$ cat src/rtl/button_events_pkg.sv
// ---------------------------------------------------------------------------
// button_events_pkg
// Shared definitions for the button event classifier:
//   - FSM state encoding (5 states, 3-bit)
//   - default LONG_CYCLES / GAP_CYCLES / CNT_WIDTH values
//   - event-index constants for a future bundled event vector
//   - helper used when checking the parameters at elaboration
// ---------------------------------------------------------------------------
package button_events_pkg;

  localparam int unsigned STATE_W = 3;

  // Gesture FSM states
  typedef enum logic [STATE_W-1:0] {
    ST_IDLE      = 3'd0,
    ST_PRESSED   = 3'd1,
    ST_WAIT_GAP  = 3'd2,
    ST_SECOND    = 3'd3,
    ST_LONG_HELD = 3'd4
  } state_e;

  // Default timing parameters
  localparam int unsigned DEF_LONG_CYCLES = 50;
  localparam int unsigned DEF_GAP_CYCLES  = 20;
  localparam int unsigned DEF_CNT_WIDTH   = 16;

  // Bit positions if the events are ever packed into one vector
  localparam int unsigned EV_PRESS   = 0;
  localparam int unsigned EV_RELEASE = 1;
  localparam int unsigned EV_CLICK   = 2;
  localparam int unsigned EV_DCLICK  = 3;
  localparam int unsigned EV_LONG    = 4;
  localparam int unsigned EV_COUNT   = 5;

  // True when val is representable in an unsigned field of width w
  function automatic bit fits_width(input int unsigned val, input int unsigned w);
    if (w >= 32) begin
      return 1'b1;
    end
    return (64'(val) < (64'd1 << w));
  endfunction

endpackage

$ cat src/rtl/button_edge_detect.sv
// ---------------------------------------------------------------------------
// button_edge_detect
// Registers the debounced button level and flags its edges.
// Ports:
//   clock        - system clock, rising edge
//   reset        - asynchronous active-low reset
//   i_button_in  - debounced button level
//   o_held       - registered copy of i_button_in (0 in reset)
//   o_rise_c     - combinational: current sample is 1, previous was 0
//   o_fall_c     - combinational: current sample is 0, previous was 1
// ---------------------------------------------------------------------------
module button_edge_detect
  import button_events_pkg::*;
(
  input  logic clock,
  input  logic reset,
  input  logic i_button_in,
  output logic o_held,
  output logic o_rise_c,
  output logic o_fall_c
);

  logic r_held;

  // Previous-sample register; reset to 0 so a button already down at
  // reset release is reported as a rise on the first sample.
  always_ff @(posedge clock or negedge reset) begin
    if (!reset) begin
      r_held <= 1'b0;
    end else begin
      r_held <= i_button_in;
    end
  end

  assign o_held   = r_held;
  assign o_rise_c = i_button_in & ~r_held;
  assign o_fall_c = ~i_button_in & r_held;

endmodule

$ cat src/rtl/button_events.sv
// ---------------------------------------------------------------------------
// button_events
// Turns a debounced button level into one-cycle event pulses:
// press, release, click, double-click and long-press, plus a registered
// held level. Every output is registered, so an event appears one cycle
// after the clock edge at which its cause is sampled.
//
// Optional feature macro: BUTTON_EVENTS_DCLICK_EN
//   defined   - double-click detection; a click is only issued after the
//               release gap expires without a second press
//   undefined - no WAIT_GAP/SECOND states, o_double_click tied 0, click is
//               issued together with release; GAP_CYCLES is only range-checked
//
// Ports:
//   clock           - system clock, rising edge
//   reset           - asynchronous active-low reset
//   i_button_in     - debounced button level, synchronous to clock
//   o_held          - registered copy of i_button_in
//   o_press         - pulse on every 0->1 of the button
//   o_release       - pulse on every 1->0 of the button
//   o_click         - pulse for a completed single short press
//   o_double_click  - pulse for two short presses within GAP_CYCLES
//   o_long_press    - pulse when a hold reaches LONG_CYCLES
// ---------------------------------------------------------------------------
module button_events
  import button_events_pkg::*;
#(
  parameter int unsigned LONG_CYCLES = DEF_LONG_CYCLES,
  parameter int unsigned GAP_CYCLES  = DEF_GAP_CYCLES,
  parameter int unsigned CNT_WIDTH   = DEF_CNT_WIDTH
) (
  input  logic clock,
  input  logic reset,
  input  logic i_button_in,
  output logic o_held,
  output logic o_press,
  output logic o_release,
  output logic o_click,
  output logic o_double_click,
  output logic o_long_press
);

  // Reject unusable timing parameters at elaboration
  if (LONG_CYCLES < 2 || GAP_CYCLES < 2 || !fits_width(LONG_CYCLES, CNT_WIDTH)) begin : g_param_err
    $error("button_events: LONG_CYCLES/GAP_CYCLES must be >= 2 and LONG_CYCLES must fit CNT_WIDTH");
  end

  localparam logic [CNT_WIDTH-1:0] LONG_LAST = CNT_WIDTH'(LONG_CYCLES - 1);
`ifdef BUTTON_EVENTS_DCLICK_EN
  localparam logic [CNT_WIDTH-1:0] GAP_LAST  = CNT_WIDTH'(GAP_CYCLES - 1);
`endif

  logic w_held;
  logic w_rise;
  logic w_fall;

  state_e                r_state;
  state_e                w_state_nxt;
  logic [CNT_WIDTH-1:0]  r_cnt;

  logic r_press;
  logic r_release;
  logic r_click;
  logic r_long;
  logic w_click_nxt;
  logic w_long_nxt;
`ifdef BUTTON_EVENTS_DCLICK_EN
  logic r_dclick;
  logic w_dclick_nxt;
`endif

  button_edge_detect u_edge (
    .clock       (clock),
    .reset       (reset),
    .i_button_in (i_button_in),
    .o_held      (w_held),
    .o_rise_c    (w_rise),
    .o_fall_c    (w_fall)
  );

  // Gesture classifier: next state and gesture pulses.
  // A fall is always checked before the long-press threshold so that a
  // release on the threshold cycle still counts as a short press.
  always_comb begin
    w_state_nxt  = r_state;
    w_click_nxt  = 1'b0;
    w_long_nxt   = 1'b0;
`ifdef BUTTON_EVENTS_DCLICK_EN
    w_dclick_nxt = 1'b0;
`endif
    case (r_state)
      ST_IDLE: begin
        if (w_rise) begin
          w_state_nxt = ST_PRESSED;
        end
      end
      ST_PRESSED: begin
        if (w_fall) begin
`ifdef BUTTON_EVENTS_DCLICK_EN
          w_state_nxt = ST_WAIT_GAP;
`else
          w_click_nxt = 1'b1;
          w_state_nxt = ST_IDLE;
`endif
        end else if (r_cnt == LONG_LAST) begin
          w_long_nxt  = 1'b1;
          w_state_nxt = ST_LONG_HELD;
        end
      end
`ifdef BUTTON_EVENTS_DCLICK_EN
      ST_WAIT_GAP: begin
        // A second press on the timeout cycle still makes a double-click
        if (w_rise) begin
          w_state_nxt = ST_SECOND;
        end else if (r_cnt == GAP_LAST) begin
          w_click_nxt = 1'b1;
          w_state_nxt = ST_IDLE;
        end
      end
      ST_SECOND: begin
        if (w_fall) begin
          w_dclick_nxt = 1'b1;
          w_state_nxt  = ST_IDLE;
        end else if (r_cnt == LONG_LAST) begin
          w_long_nxt  = 1'b1;
          w_state_nxt = ST_LONG_HELD;
        end
      end
`endif
      ST_LONG_HELD: begin
        if (w_fall) begin
          w_state_nxt = ST_IDLE;
        end
      end
      default: begin
        w_state_nxt = ST_IDLE;
      end
    endcase
  end

  // State, shared saturating counter and registered event outputs
  always_ff @(posedge clock or negedge reset) begin
    if (!reset) begin
      r_state   <= ST_IDLE;
      r_cnt     <= '0;
      r_press   <= 1'b0;
      r_release <= 1'b0;
      r_click   <= 1'b0;
      r_long    <= 1'b0;
`ifdef BUTTON_EVENTS_DCLICK_EN
      r_dclick  <= 1'b0;
`endif
    end else begin
      r_state <= w_state_nxt;
      if (w_state_nxt != r_state) begin
        r_cnt <= '0;
      end else if (r_cnt != '1) begin
        r_cnt <= r_cnt + CNT_WIDTH'(1);
      end
      r_press   <= w_rise;
      r_release <= w_fall;
      r_click   <= w_click_nxt;
      r_long    <= w_long_nxt;
`ifdef BUTTON_EVENTS_DCLICK_EN
      r_dclick  <= w_dclick_nxt;
`endif
    end
  end

  assign o_held         = w_held;
  assign o_press        = r_press;
  assign o_release      = r_release;
  assign o_click        = r_click;
  assign o_long_press   = r_long;
`ifdef BUTTON_EVENTS_DCLICK_EN
  assign o_double_click = r_dclick;
`else
  assign o_double_click = 1'b0;
`endif

endmodule

$ cat config.mk
export PLATFORM = sky130hd
export DESIGN_NAME = button_events
export DESIGN_NICKNAME = d
export VERILOG_FILES = /design/src/rtl/button_events_pkg.sv /design/src/rtl/button_edge_detect.sv /design/src/rtl/button_events.sv
export SDC_FILE = /design/constraint.sdc
export NUM_CORES = 1
export LEC_CHECK = 0
export ABC_AREA = 1
export CAP_MARGIN = 10
export CORE_ASPECT_RATIO = 0.75
export CORE_UTILIZATION = 39
export CTS_CLUSTER_SIZE = 28
export DETAILED_ROUTE_END_ITERATION = 12
export SLEW_MARGIN = 20
export SYNTH_ARGS = -nofsm -noshare
export SYNTH_HDL_FRONTEND = slang
export SYNTH_HIERARCHICAL = 1
export SYNTH_SLANG_ARGS = --single-unit
$ cat constraint.sdc
create_clock -name clock -period 1.6 [get_ports clock]
set_input_delay 0.32 -clock clock [delete_from_list [all_inputs] [get_ports clock]]
set_output_delay 0.32 -clock clock [all_outputs]
set_load 0.1 [all_outputs]
==> summary.txt, run 1 <==
Synthesis
  – Flops & latches, synth: 24
  – Post-synth top area share: 39.7%
  – Cell taking the most area after synthesis: dfrtp_1
  – Synthesized cell area: 1510 sq um
  – Synth area leaders: dfrtp_1 40%, nand2_1 12%, inv_1 6.7%
  – Post-synthesis sequential area ratio: 39.7%
  – Mapped Cells: 203
  – Synth Warn #: 6
  – Count of unique library cells instantiated by Yosys: 27
  – Syn Area/Cell: 7.45 sq um

Final layout
  – Commonest cells after routing, fill and taps aside: 46 x nand2_1, 26 x inv_1, 25 x nor2_1
  – Fill cells: 363
  – Share of layout cells above drive strength 1: between 30% and 40%
  – Layout net count: 234
  – P&R area growth vs syn: 24.9%
  – Antenna Cells: 0
  – Multi-input gate area: 825 sq um
  – Commonest non-fill, non-tap cell in the layout: nand2_1
  – Reg area: just over 600 sq um
  – Post-Layout Inst Area: 1890 sq um

Power
  – Switching portion of total power: approximately 28%
  – Pint: 0.866 mW
  – Power per cell area: 635 nW/um^2
  – Total Power: between 1 and 1.5 mW
  – Psw: about 0.33 mW
  – Clock power frac: 30.7%
  – Maximum vdd ir drop: 0.000455 V
  – Combinational share of power: between 15 and 20%
  – Sequential Power Share: 52.9%
  – Leak pwr: 0.867 nW

Worst setup path
  – Reg2reg path depth: 9
  – Crit start category: register
  – Worst path top cell family by delay: simple AND/OR/NAND/NOR gates
  – Critical path cell sequence: ha_2 > nand2_2 > nor2_4 > nand3_4 > nor2_4 > buf_4 > nand3_1 > nand2_1 > nor2_2
  – Buf+Inv Stages, Crit Path: 1
  – CP max FO: 6
  – R2R Setup Slk: -0.004 ns
  – Arrival time worst endpoint: 1.77 ns
  – CP Capture Type: register
  – Critical Path Max Stage Delay: 0.40 ns
  – Crit path top cell by count: nor2_4
  – CP max stage cell: dfrtp_1
  – FF-to-FF End: r_cnt[14]
  – Worst r2r src: r_cnt[0]
  – CP Class: register to register
  – Worst Path Required: 1.77 ns

Clock tree
  – TritonCTS clock tree: yes
  – Reg clk slew, reported paths: 0.08 ns
  – Clock sink total: 24
  – Clk_lat worst skew: 0.27 ns
  – Buffer depth of the longest clock path: 2
  – # H-tree levels: 1
  – Hold_buf cts: 0
  – Number of buffers created by CTS: 3
  – Clk root buf: clkbuf_8

Route
  – DR vias/cell: 4.64
  – Vias: 1298
  – DRC viols: 0
  – WL/cell: 11.9 um
  – Post-route ant nets: 0
  – Drt pass-1 iters: 4
  – Final wirelength: between 3 and 4 mm
  – Starting DRT DRC Count: 36

Run status
  – Status: finished, violations left
  – Failing checks: setup timing

Min path
  – Worst Hold Class: primary input to async pin

Die
  – Initial Util: approximately 41%
  – Die height: 55.9 um
  – Core Area: 3680 sq um
  – Row count: 19
  – Die footprint: 4130 sq um
  – Die Width: about 74 um
  – Io pins: 9

Placement
  – DP Area: 1780 sq um
  – Final RePlAce weighted congestion: 0.937
  – Port bufs: 7
  – Pre-CTS setup slack: -0.276 ns
  – Dpl hpwl: 2.53 mm

Global route
  – First-pass GRT wire length: 5.67 mm
  – Tot GR Track Use: 18.8%
  – Antenna violations before repair: 0
  – Largest net degree at the start of global routing: 25
  – Grt ovf: 0
  – Number of global-route vias before repair: 1232

Timing
  – Slew Viols, Final: 0
  – Tcrit/Tclk final: 100%
  – Hold Vio Cnt, Final: 0
  – RSZ-0062 raised after global routing: true
  – Final setup fails: 1
  – Clk_skew: around 0.0065 ns
  – FMAX: 0.623 GHz
  – Final WS setup: -0.00408 ns
  – Final Critical Period: 1.60 ns

Run
  – # Max-Cap Violations: 0
==> area by class of cell <==
| type | count | share of cell area (%) |
|---|---|---|
| clock buffer | 4 | 2.39 |
| sequential | 24 | 32.0 |
| inverter | 33 | 6.56 |
| tap | 52 | 3.45 |
| timing repair buffer | 21 | 11.9 |
| multi-input combinational | 146 | 43.7 |
==> stage by stage <==
step / setup TNS (ns) / std cells / hold WS [ns] / util [%]
floorplan: 0 / 204 / 0.0244 / -
global route: -0.979 / 280 / 0.432 / 51.2
finish: -0.00408 / 280 / 0.411 / 51.2
CTS: 0 / 277 / 0.420 / 49.5
detailed placement: -4.26 / 273 / 0.519 / 48.3
global placement: -4.14 / 273 / 0.524 / 48.3
==> power by group through the flow <==
stage	Clock, mW	Combinational (mW)	Sequential, mW
finish	0.368	0.196	0.635
global route	0.413	0.215	0.637
CTS	0.388	0.183	0.635
detailed placement	0	0.182	0.647
global placement	0	0.180	0.647
floorplan	0	0.0883	0.676
==> what timing repair did <==
| item | CTS | global route |
|---|---|---|
| setup buffers | 0 | 2 |
| resized for setup | 0 | 11 |
| setup endpoints to repair | 0 | 16 |
==> Yosys cell counts <==
cell and n:
nand2_1 49, inv_1 27, nor2_1 26, dfrtp_1 24, nand3_1 15, nor2_2 10
nand2_2 6, nor3_1 6, inv_2 5, nor2_4 5, nand4_1 4, nand2_4 3
o31ai_1 3, or2_2 3, ha_1 2, nand3b_1 2, o21ai_1 2, xor2_1 2
a21oi_1 1, a31oi_1 1, and2_1 1, buf_12 1, buf_4 1, clkinv_1 1
conb_1 1, nand3_2 1, nand3_4 1
==> routing by layer <==
| layer | track usage (%) | part of all wire, % |
|---|---|---|
| met1 | 28.4 | 53 |
| met4 | 5.49 | 1.1 |
| met3 | 4.35 | 3.6 |
| met5 | 0 | 0 |
| met2 | 26.5 | 42 |
==> how the worst max path moves through the flow <==
stage                      endpoint           from  cells past startpoint
after global routing      r_cnt[14]       r_cnt[0]                      9
after detailed placement   r_cnt[4]    i_button_in                      9
final                     r_cnt[14]       r_cnt[0]                      9
after CTS                  r_cnt[4]    i_button_in                      9
after global placement    r_cnt[14]    i_button_in                      9
after floorplan            r_cnt[3]  u_edge/o_held                      8
==> sequential cells by signal (all words and copies together), names as in the netlist <==
register       count
o_press            1
r_cnt             16
o_long_press       1
u_edge/o_held      1
o_release          1
r_state            3
o_click            1
==> kinds of logic (layout without fill, tap and decap cells) <==
logic type      count (synthesis)  after routing  share of synthesized area, %
other cells                     1              2                         0.248
simple gates                  132            133                          44.3
compound gates                  7              7                          2.90
fa+ha+maj                       2              2                          1.66
xor+xnor                        2              2                          1.16
flops                          24             24                          39.7
buf+inv                        35             58                          10.0
Power figures use the tool's default switching activity.
==> inputs of run 2 (changes only) <==
SLEW_MARGIN = default   (was 20)
==> results of run 2 <==
Same layout as run 1: the final DEF is identical, and so are final timing and power.
==> inputs of run 3 (changes only) <==
HOLD_SLACK_MARGIN = 0.08   (was default)
==> results of run 3 <==
Same layout as run 1: the final DEF is identical, and so are final timing and power.
